`src/rtl/mem_sched.sv`:
```
// mem_sched: serialises four requesters (fetch pid0/1, data pid0/1) onto one slowmem port.
// Optional read timeout is compiled in with `define MEMSCHED_TIMEOUT_EN.
module mem_sched #(
   parameter int unsigned TIMEOUT  = 16,
   parameter int unsigned MEMDELAY = 4
) (
   input  logic        clk_i,
   input  logic        rst_ni,
   input  logic [3:0]  req_i,
   input  logic [3:0]  rnotw_i,
   input  logic [63:0] addr_i,
   input  logic [63:0] wdata_i,
   output logic [3:0]  done_o,
   output logic [15:0] rdata_o,
   output logic        err_o,
   output logic        busy_o,
   output logic [15:0] mem_addr_o,
   output logic [15:0] mem_wdata_o,
   output logic        mem_rnotw_o,
   output logic        mem_strobe_o,
   input  logic        mem_mfc_i,
   input  logic [15:0] mem_rdata_i
);
   localparam int unsigned DW   = 16;
   localparam int unsigned CMAX = (TIMEOUT > MEMDELAY) ? TIMEOUT : MEMDELAY;
   localparam int unsigned CW   = $clog2(CMAX + 1);

   typedef enum logic [1:0] {S_IDLE, S_ISSUE, S_RDWAIT, S_DONE} state_e;

   state_e          state_q, state_d;
   logic [1:0]      idx_q, idx_d;
   logic [CW-1:0]   cnt_q, cnt_d;
   logic            fptr_q, fptr_d, dptr_q, dptr_d;
   logic [DW-1:0]   maddr_q, maddr_d, mwdata_q, mwdata_d, rdata_q, rdata_d;
   logic            mrnotw_q, mrnotw_d, strobe_q, strobe_d, busy_q, busy_d;
   logic [3:0]      done_q, done_d;
   logic            mfc_ok_c;
   logic [3:0]      elig_c;
   logic            gnt_c;
   logic [1:0]      gnt_idx_c;

   // Fixed priority data over fetch; 1-bit round-robin within each class.
   always_comb begin
      elig_c    = req_i & ~done_q;
      gnt_c     = 1'b0;
      gnt_idx_c = 2'd0;
      if (elig_c[3:2] != 2'b00) begin
         gnt_c     = 1'b1;
         gnt_idx_c = {1'b1, (elig_c[3:2] == 2'b11) ? dptr_q : elig_c[3]};
      end else if (elig_c[1:0] != 2'b00) begin
         gnt_c     = 1'b1;
         gnt_idx_c = {1'b0, (elig_c[1:0] == 2'b11) ? fptr_q : elig_c[1]};
      end
   end

   // A stale mfc (e.g. left from before a reset) is ignored until the read latency has elapsed.
   assign mfc_ok_c = mem_mfc_i && (cnt_q >= CW'(MEMDELAY - 1));

`ifdef MEMSCHED_TIMEOUT_EN
   logic err_q, err_d;
`endif

   always_comb begin
      state_d  = state_q;
      idx_d    = idx_q;
      cnt_d    = cnt_q;
      fptr_d   = fptr_q;
      dptr_d   = dptr_q;
      maddr_d  = maddr_q;
      mwdata_d = mwdata_q;
      mrnotw_d = mrnotw_q;
      strobe_d = 1'b0;
      done_d   = 4'b0000;
      rdata_d  = rdata_q;
`ifdef MEMSCHED_TIMEOUT_EN
      err_d    = 1'b0;
`endif
      unique case (state_q)
         S_IDLE, S_DONE: begin
            state_d = S_IDLE;
            if (gnt_c) begin
               state_d  = S_ISSUE;
               idx_d    = gnt_idx_c;
               maddr_d  = addr_i[{gnt_idx_c, 4'd0} +: DW];
               mwdata_d = wdata_i[{gnt_idx_c, 4'd0} +: DW];
               mrnotw_d = rnotw_i[gnt_idx_c] | ~gnt_idx_c[1];
               strobe_d = 1'b1;
               if (gnt_idx_c[1]) dptr_d = ~gnt_idx_c[0];
               else              fptr_d = ~gnt_idx_c[0];
            end
         end
         S_ISSUE: begin
            mrnotw_d = 1'b1;
            if (mrnotw_q) begin
               state_d = S_RDWAIT;
               cnt_d   = '0;
            end else begin
               state_d       = S_DONE;
               done_d[idx_q] = 1'b1;
            end
         end
         S_RDWAIT: begin
`ifdef MEMSCHED_TIMEOUT_EN
            cnt_d = cnt_q + CW'(1);
`else
            if (cnt_q < CW'(MEMDELAY - 1)) cnt_d = cnt_q + CW'(1);
`endif
            if (mfc_ok_c) begin
               state_d       = S_DONE;
               done_d[idx_q] = 1'b1;
               rdata_d       = mem_rdata_i;
            end
`ifdef MEMSCHED_TIMEOUT_EN
            else if (cnt_q == CW'(TIMEOUT - 1)) begin
               state_d       = S_DONE;
               done_d[idx_q] = 1'b1;
               rdata_d       = 16'hFFFF;
               err_d         = 1'b1;
            end
`endif
         end
      endcase
      busy_d = (state_d != S_IDLE);
   end

   always_ff @(posedge clk_i or negedge rst_ni) begin
      if (!rst_ni) begin
         state_q  <= S_IDLE;
         idx_q    <= 2'd0;
         cnt_q    <= '0;
         fptr_q   <= 1'b0;
         dptr_q   <= 1'b0;
         maddr_q  <= '0;
         mwdata_q <= '0;
         mrnotw_q <= 1'b1;
         strobe_q <= 1'b0;
         done_q   <= 4'b0000;
         rdata_q  <= '0;
         busy_q   <= 1'b0;
      end else begin
         state_q  <= state_d;
         idx_q    <= idx_d;
         cnt_q    <= cnt_d;
         fptr_q   <= fptr_d;
         dptr_q   <= dptr_d;
         maddr_q  <= maddr_d;
         mwdata_q <= mwdata_d;
         mrnotw_q <= mrnotw_d;
         strobe_q <= strobe_d;
         done_q   <= done_d;
         rdata_q  <= rdata_d;
         busy_q   <= busy_d;
      end
   end

`ifdef MEMSCHED_TIMEOUT_EN
   always_ff @(posedge clk_i or negedge rst_ni) begin
      if (!rst_ni) err_q <= 1'b0;
      else         err_q <= err_d;
   end
   assign err_o = err_q;
`else
   assign err_o = 1'b0;
`endif

   assign done_o       = done_q;
   assign rdata_o      = rdata_q;
   assign busy_o       = busy_q;
   assign mem_addr_o   = maddr_q;
   assign mem_wdata_o  = mwdata_q;
   assign mem_rnotw_o  = mrnotw_q;
   assign mem_strobe_o = strobe_q;

endmodule

```
`config.mk`:
```
export PLATFORM = sky130hd
export DESIGN_NAME = mem_sched
export DESIGN_NICKNAME = d
export VERILOG_FILES = /design/src/rtl/mem_sched.sv
export SDC_FILE = /design/constraint.sdc
export NUM_CORES = 1
export LEC_CHECK = 0
export CAP_MARGIN = 10
export CORE_MARGIN = 4
export CORE_UTILIZATION = 41
export CTS_CLUSTER_SIZE = 16
export DETAILED_ROUTE_END_ITERATION = 8
export GPL_TIMING_DRIVEN = 0
export MAX_ROUTING_LAYER = met4
export PLACE_DENSITY = 0.87
export SYNTH_ARGS = -nofsm -noshare
export SYNTH_HDL_FRONTEND = slang
export SYNTH_SLANG_ARGS = --single-unit
```
`constraint.sdc`:
```
create_clock -name clk_i -period 4.2 [get_ports clk_i]
set_clock_uncertainty 0.15 [all_clocks]
set_input_delay 1.05 -clock clk_i [delete_from_list [all_inputs] [get_ports clk_i]]
set_output_delay 1.05 -clock clk_i [all_outputs]
set_load 0.05 [all_outputs]
```
==> results of run 1 <==
## cells in the final DEF (no fill, tap or decap), types with 2 or more instances in the layout
cell type          n
clkdlybuf4s50_1  206
dfrtp_1           65
mux2i_1           64
nand2_1           36
o221ai_1          32
mux2_2            18
clkbuf_1          12
clkbuf_8          11
inv_1              5
nand2b_1           5
nor2b_1            4
o21ai_0            4
a21oi_1            3
buf_2              3
buf_8              3
ha_1               3
nor4b_1            2
nor2_1             2
nand4_1            2
nor3_1             2
nor3b_1            2
o21a_1             2
a31oi_1            2
buf_4              2
clkinvlp_4         2
## final timing paths
path / startpoint / to / slack (ns) / depth (start not counted)
min: mem_addr_o[0] / mem_addr_o[0] / 0.34 / 2
max: req_i[3] / mem_wdata_o[2] / 1.22 / 5
max reg2reg: state_q[0] / mem_wdata_o[9] / 1.92 / 7
min reg2reg: mem_addr_o[0] / mem_addr_o[0] / 0.34 / 2
min in group asynchronous: rst_ni / rdata_o[0] / 0.66 / 1
max in group asynchronous: rst_ni / fptr_q / 2.69 / 1
## logic make-up after synthesis
group	share of synthesized area
AOI/OAI and AO/OA	0.150
adders and majority gates	0.0108
buffers and inverters	0.0398
DFF	0.474
muxes	0.242
other	0.00108
and+or+nand+nor	0.0832
## sequential cells by signal, indices dropped and copies added (netlist names)
signal and count:
dptr_q 1, rdata_o 16, mem_rnotw_o 1, busy_o 1, fptr_q 1, mem_wdata_o 16
idx_q 2, cnt_q 5, state_q 2, mem_addr_o 16, mem_strobe_o 1, done_o 4
## metal layers
layer | track usage | vias up | wire [um]
li1 | - | 1544 | -
met2 | 0.415 | 156 | 6430
met1 | 0.274 | 1621 | 4560
met5 | - | - | 0
met4 | 0.0912 | 0 | 215
met3 | 0.0473 | 19 | 728
## cell type report
class,count,area [um2],area share
inverters,5,18.8,0.00318
repair buffers,207,2070,0.351
well taps,105,131,0.0223
flip-flops and latches,66,1650,0.280
multi-input cells,204,1700,0.288
plain buffers,19,120,0.0204
clock buffers,12,155,0.0263
clock inverters,4,50.0,0.00849
## through the flow
step           power [W]  setup WS [ns]  setup TNS (ns)
6_report         0.00431           1.22               0
5_1_grt          0.00453           1.09               0
4_1_cts          0.00433           1.21               0
3_5_place_dp     0.00377          0.866               0
3_3_place_gp     0.00369         -0.221          -14.13
2_1_floorplan    0.00283           1.72               0
## worst min-delay path: stages (launching register included)
cell	delay (ns)
dfrtp_1	0.34
nand2_1	0.05
o221ai_1	0.06
## cell usage after synthesis (2+ instances only)
cell / instances / area, um2
a21oi_1: 3 / 15.0
a31oi_1: 2 / 12.5
buf_2: 3 / 15.0
buf_8: 3 / 45.0
clkbuf_1: 11 / 41.3
dfrtp_1: 65 / 1630
ha_1: 3 / 37.5
inv_1: 5 / 18.8
mux2_2: 18 / 203
mux2i_1: 64 / 641
nand2_1: 36 / 135
nand2b_1: 5 / 31.3
nand4_1: 2 / 12.5
nor2_1: 2 / 7.51
nor2b_1: 4 / 25.0
nor3_1: 2 / 10.0
nor3b_1: 2 / 15.0
nor4b_1: 2 / 17.5
o21a_1: 2 / 15.0
o21ai_0: 4 / 20.0
o221ai_1: 32 / 280
## report_power, final
group          switching (W)  total (W)  internal [W]
sequential          0.000172    0.00110      0.000931
clock               0.000245   0.000551      0.000306
combinational        0.00166    0.00266      0.000997
==> qor.yml, run 1 <==
outcome:
  outcome: "completed"
power_and_ir_drop:
  p_leak_nw: 2.42
  irDropWorstVdd_v: 0.000387
  power_density_nw_per_um2: 732
route:
  drtPass1Iterations: 5
  num_vias: 3340
  drc: 0
  drtIter0Drc: 74
  route.detailed.wl_per_inst_um: 19.2
  drtAntennaViolNets: 0
  wl_um: 11900
  routed_via_density: 5.37
placed_design:
  place_area_um2: 5690
  gp_congestion: 0.879
  dp_cells: 606
  dp_hpwl_um: 9470
  io_buffers: 207
sta:
  tightest_slew_ns: 0.836
  setup_viol: 0
  drv_slew: 0
  fin_crit_sh: 0.709
  slew_headroom: 0.443
  period_minus_slack_ns: 2.98
  timing.fmax_ghz: 0.336
  rsz0062_at_grt: "no"
  hold_viol_final: 0
  fin_hold_ws_ns: 0.338
worst_setup_path:
  arrival_ns: 3.02
  worstSetupEndpointType: "flop"
  slowest_delay_ns: 0.56
  cp_slowest_cell: "o21ai_1"
  worst-path-buf-inv: 2
  critPathKind: "primary input to flop"
  crit_required_ns: 4.24
  cp_top_family: "buffers and inverters"
  crit_chain: "clkdlybuf4s50_1 -> and2b_1 -> o21ai_1 -> clkbuf_1 -> o221ai_1"
  cp_max_fo: 10
  startpoint_type: "primary input"
floorplan:
  core_um2: 8260
  die_x_um: 100
  die_area_um2: 10000
  die_h_um: 100
  rows: 33
  start_util: 0.422
  io_pins: 211
global_routing:
  globalRouteTotalUtil: 0.240
  grt_pass1_wl_um: 18200
  antenna_found_initial: 0
  grt.overflow.total: 0
  grt_max_degree: 67
  grt_pass1_vias: 3508
clock_tree:
  clock-sinks: 66
  ctsHtreeMaxLevel: 3
  cts_resized: 0
  ctsHoldBuffers: 0
  cts-buffers-inserted: 9
  clkTransAtPathRegs_ns: 0.08
  cts_tree: "built"
  insertion_delay_ns: 0.34
  cts_setup_buffers: 0
  cts_buffer_depth: 2
  cts_root_buf: "clkbuf_8"
logic_synthesis:
  synth_edf_count: 0
  ys_ff_latch: 66
  synth_nets: 452
  syn-cell-area_um2: 3490
  yosysWarnings: 0
  synth.distinct_cells: 45
  syn_avg_cell_area_um2: 11.9
  synth_ff_type: "dfrtp_1"
  synth_seq_area_share: 0.474
  async_flop_share: 1.00
  syn_inst: 294
job:
  maxCapViolCount: 0
min_path:
  hold_class: "flop to flop"
finish:
  drive_above_1_share: 0.0948
  final_area_um2: 5890
  stdcell_count: 622
  diodes: 0
  area_growth_pct: 69.0
  final_net_count: 670
  final_util: 0.714
  fillers: 619
(Power assumes the default switching activity.)
==> inputs of run 2 (changes only) <==
Settings changed: CORE_UTILIZATION 41 to 38, PLACE_DENSITY 0.87 to 0.82.
Clock period 4.2 ns to 2.8 ns, I/O delays scaled along.
==> qor.yml, run 2 (synthesis results as in run 1) <==
worst_setup_path:
  r2r_slack_ns: 0.55
  r2r_start: "state_q[0]"
  r2r_cells: 7
  worst-path-buf-inv: 2
  startpoint_type: "primary input"
  crit_required_ns: 2.82
  cp_max_fo: 10
  worstSetupEndpointType: "flop"
  cp_top_family: "buffers and inverters"
  crit_chain: "clkdlybuf4s50_1 -> and2b_1 -> o21ai_1 -> clkbuf_1 -> o221ai_1"
  critPathKind: "primary input to flop"
  arrival_ns: 2.61
  cp_slowest_cell: "o21ai_1"
  rr_endpoint: "mem_addr_o[4]"
  slowest_delay_ns: 0.54
clock_tree:
  cts_root_buf: "clkbuf_8"
  ctsHoldBuffers: 0
  cts_resized: 0
  cts-buffers-inserted: 9
  insertion_delay_ns: 0.33
  ctsHtreeMaxLevel: 3
  clock-sinks: 66
  cts_buffer_depth: 2
  clkTransAtPathRegs_ns: 0.08
  cts_tree: "built"
  cts_setup_buffers: 0
outcome:
  outcome: "completed"
global_routing:
  grt_use_met1: 0.250
  antenna_found_initial: 0
  grt.overflow.total: 0
  globalRouteTotalUtil: 0.220
  busiest_layer: "met2"
  met2_usage: 0.377
  grt_use_met3: 0.0529
  grt_max_degree: 67
  grt_pass1_vias: 3579
  grt_pass1_wl_um: 18500
placed_design:
  io_buffers: 207
  place_area_um2: 5690
  dp_hpwl_um: 9190
  gp_congestion: 0.819
route:
  drtAntennaViolNets: 0
  drc: 0
  routed_via_density: 5.24
  wl_um: 11600
  drtPass1Iterations: 4
  drtIter0Drc: 152
  route.detailed.wl_per_inst_um: 18.6
  num_vias: 3273
job:
  maxCapViolCount: 0
power_and_ir_drop:
  combPwrFrac: 0.620
  p_leak_nw: 2.42
  irDropWorstVdd_v: 0.000599
  p_clk_frac: 0.123
  power_density_nw_per_um2: 1090
  p_seq_frac: 0.257
  p_sw_w: 0.00310
  swShare: 0.484
  internal_power_w: 0.00330
sta:
  fin_hold_ws_ns: 0.300
  slew_headroom: 0.415
  period_minus_slack_ns: 2.59
  fin_crit_sh: 0.925
  drv_slew: 0
  timing.fmax_ghz: 0.386
  hold_viol_final: 0
  rsz0062_at_grt: "no"
  setup_viol: 0
  tightest_slew_ns: 0.877
floorplan:
  io_pins: 211
  start_util: 0.396
  core_um2: 8810
  die_h_um: 104
  die_x_um: 104
  die_area_um2: 10800
  rows: 34
min_path:
  hold_class: "primary input to async pin"
finish:
  drive_above_1_share: 0.0967
  final_area_um2: 5890
  multi_input_area_um2: 1700
  diodes: 0
  final_net_count: 670
  final_common_cell: "clkdlybuf4s50_1"
  fillers: 694
  register_area_um2: 1650
  mostFrequentLayoutCells: "clkdlybuf4s50_1 (206), dfrtp_1 (65), mux2i_1 (64)"
  area_growth_pct: 68.7
==> run 2: changes by cell type in the layout (fill, tap and decap cells not counted), sizes merged <==
| cell | delta |
|---|---|
| inv | +1 |
| clkbuf | -3 |
| clkinv | +2 |
==> run 2: worst max path at each step <==
stage	start	end	slack, ns	cells after the start
2_1_floorplan	req_i[2]	mem_rnotw_o	0.67	4
4_1_cts	mem_rnotw_o	mem_rnotw_o	0.20	1
6_report	req_i[3]	mem_addr_o[0]	0.21	5
5_1_grt	req_i[3]	mem_addr_o[0]	0.03	5
3_3_place_gp	rst_ni	rdata_o[11]	-1.35	1
3_5_place_dp	req_i[3]	mem_addr_o[0]	-0.15	5
==> run 2: metal layers <==
metal  share of wire  wire length (um)
met3           0.066               762
met4           0.019               221
met5               0                 0
met2            0.53              6140
met1            0.39              4480
==> run 2: cell type report <==
| type | count | share of cell area |
|---|---|---|
| clock inverters | 7 | 0.0117 |
| repair buffers | 207 | 0.352 |
| flip-flops and latches | 66 | 0.281 |
| well taps | 108 | 0.0230 |
| clock buffers | 9 | 0.0210 |
| plain buffers | 19 | 0.0204 |
| multi-input cells | 204 | 0.288 |
| inverters | 5 | 0.00319 |
==> run 2: worst register-to-register path: cells and delay by family (launching register included) <==
kind	cells	cell delay [ns]
fa+ha+maj	1	0.31
flops	1	0.38
compound gates	2	0.36
simple gates	1	0.14
buf+inv	3	0.75
==> run 2: power groups by stage <==
stage	registers (W)	clock network, W	logic, W
global placement	0.00164	0	0.00392
floorplan	0.00288	0	0.00136
detailed placement	0.00166	0	0.00399
CTS	0.00165	0.000809	0.00399
finish	0.00165	0.000787	0.00397
global route	0.00169	0.000846	0.00424
==> run 2: per-stage QoR <==
step,std cells,total power [W],setup WS [ns],setup TNS (ns),util
final,625,0.00641,0.211,0,0.668
after global routing,625,0.00678,0.0346,0,0.668
after CTS,625,0.00645,0.197,0,0.668
after floorplan,294,0.00424,0.671,0,-
after global placement,609,0.00556,-1.35,-89.75,0.647
after detailed placement,609,0.00565,-0.152,-3.25,0.646
==> inputs of run 3 (changes only) <==
Settings changed: CORE_UTILIZATION 38 to 41, GPL_ROUTABILITY_DRIVEN from default to 0, PLACE_DENSITY 0.82 to 0.87.
Clock period 2.8 ns to 3.23 ns, I/O delays scaled along.
==> results of run 3 <==
The final DEF is identical to that of run 1. Status: completed.
Among the figures that moved: setup slack after placement 0.866 ns -> 0.139 ns; setup slack after layout 1.22 ns -> 0.495 ns; register-to-register setup slack 1.92 ns -> 0.95 ns; total power 0.00431 W -> 0.00561 W; worst IR drop on VDD 0.000387 V -> 0.000503 V
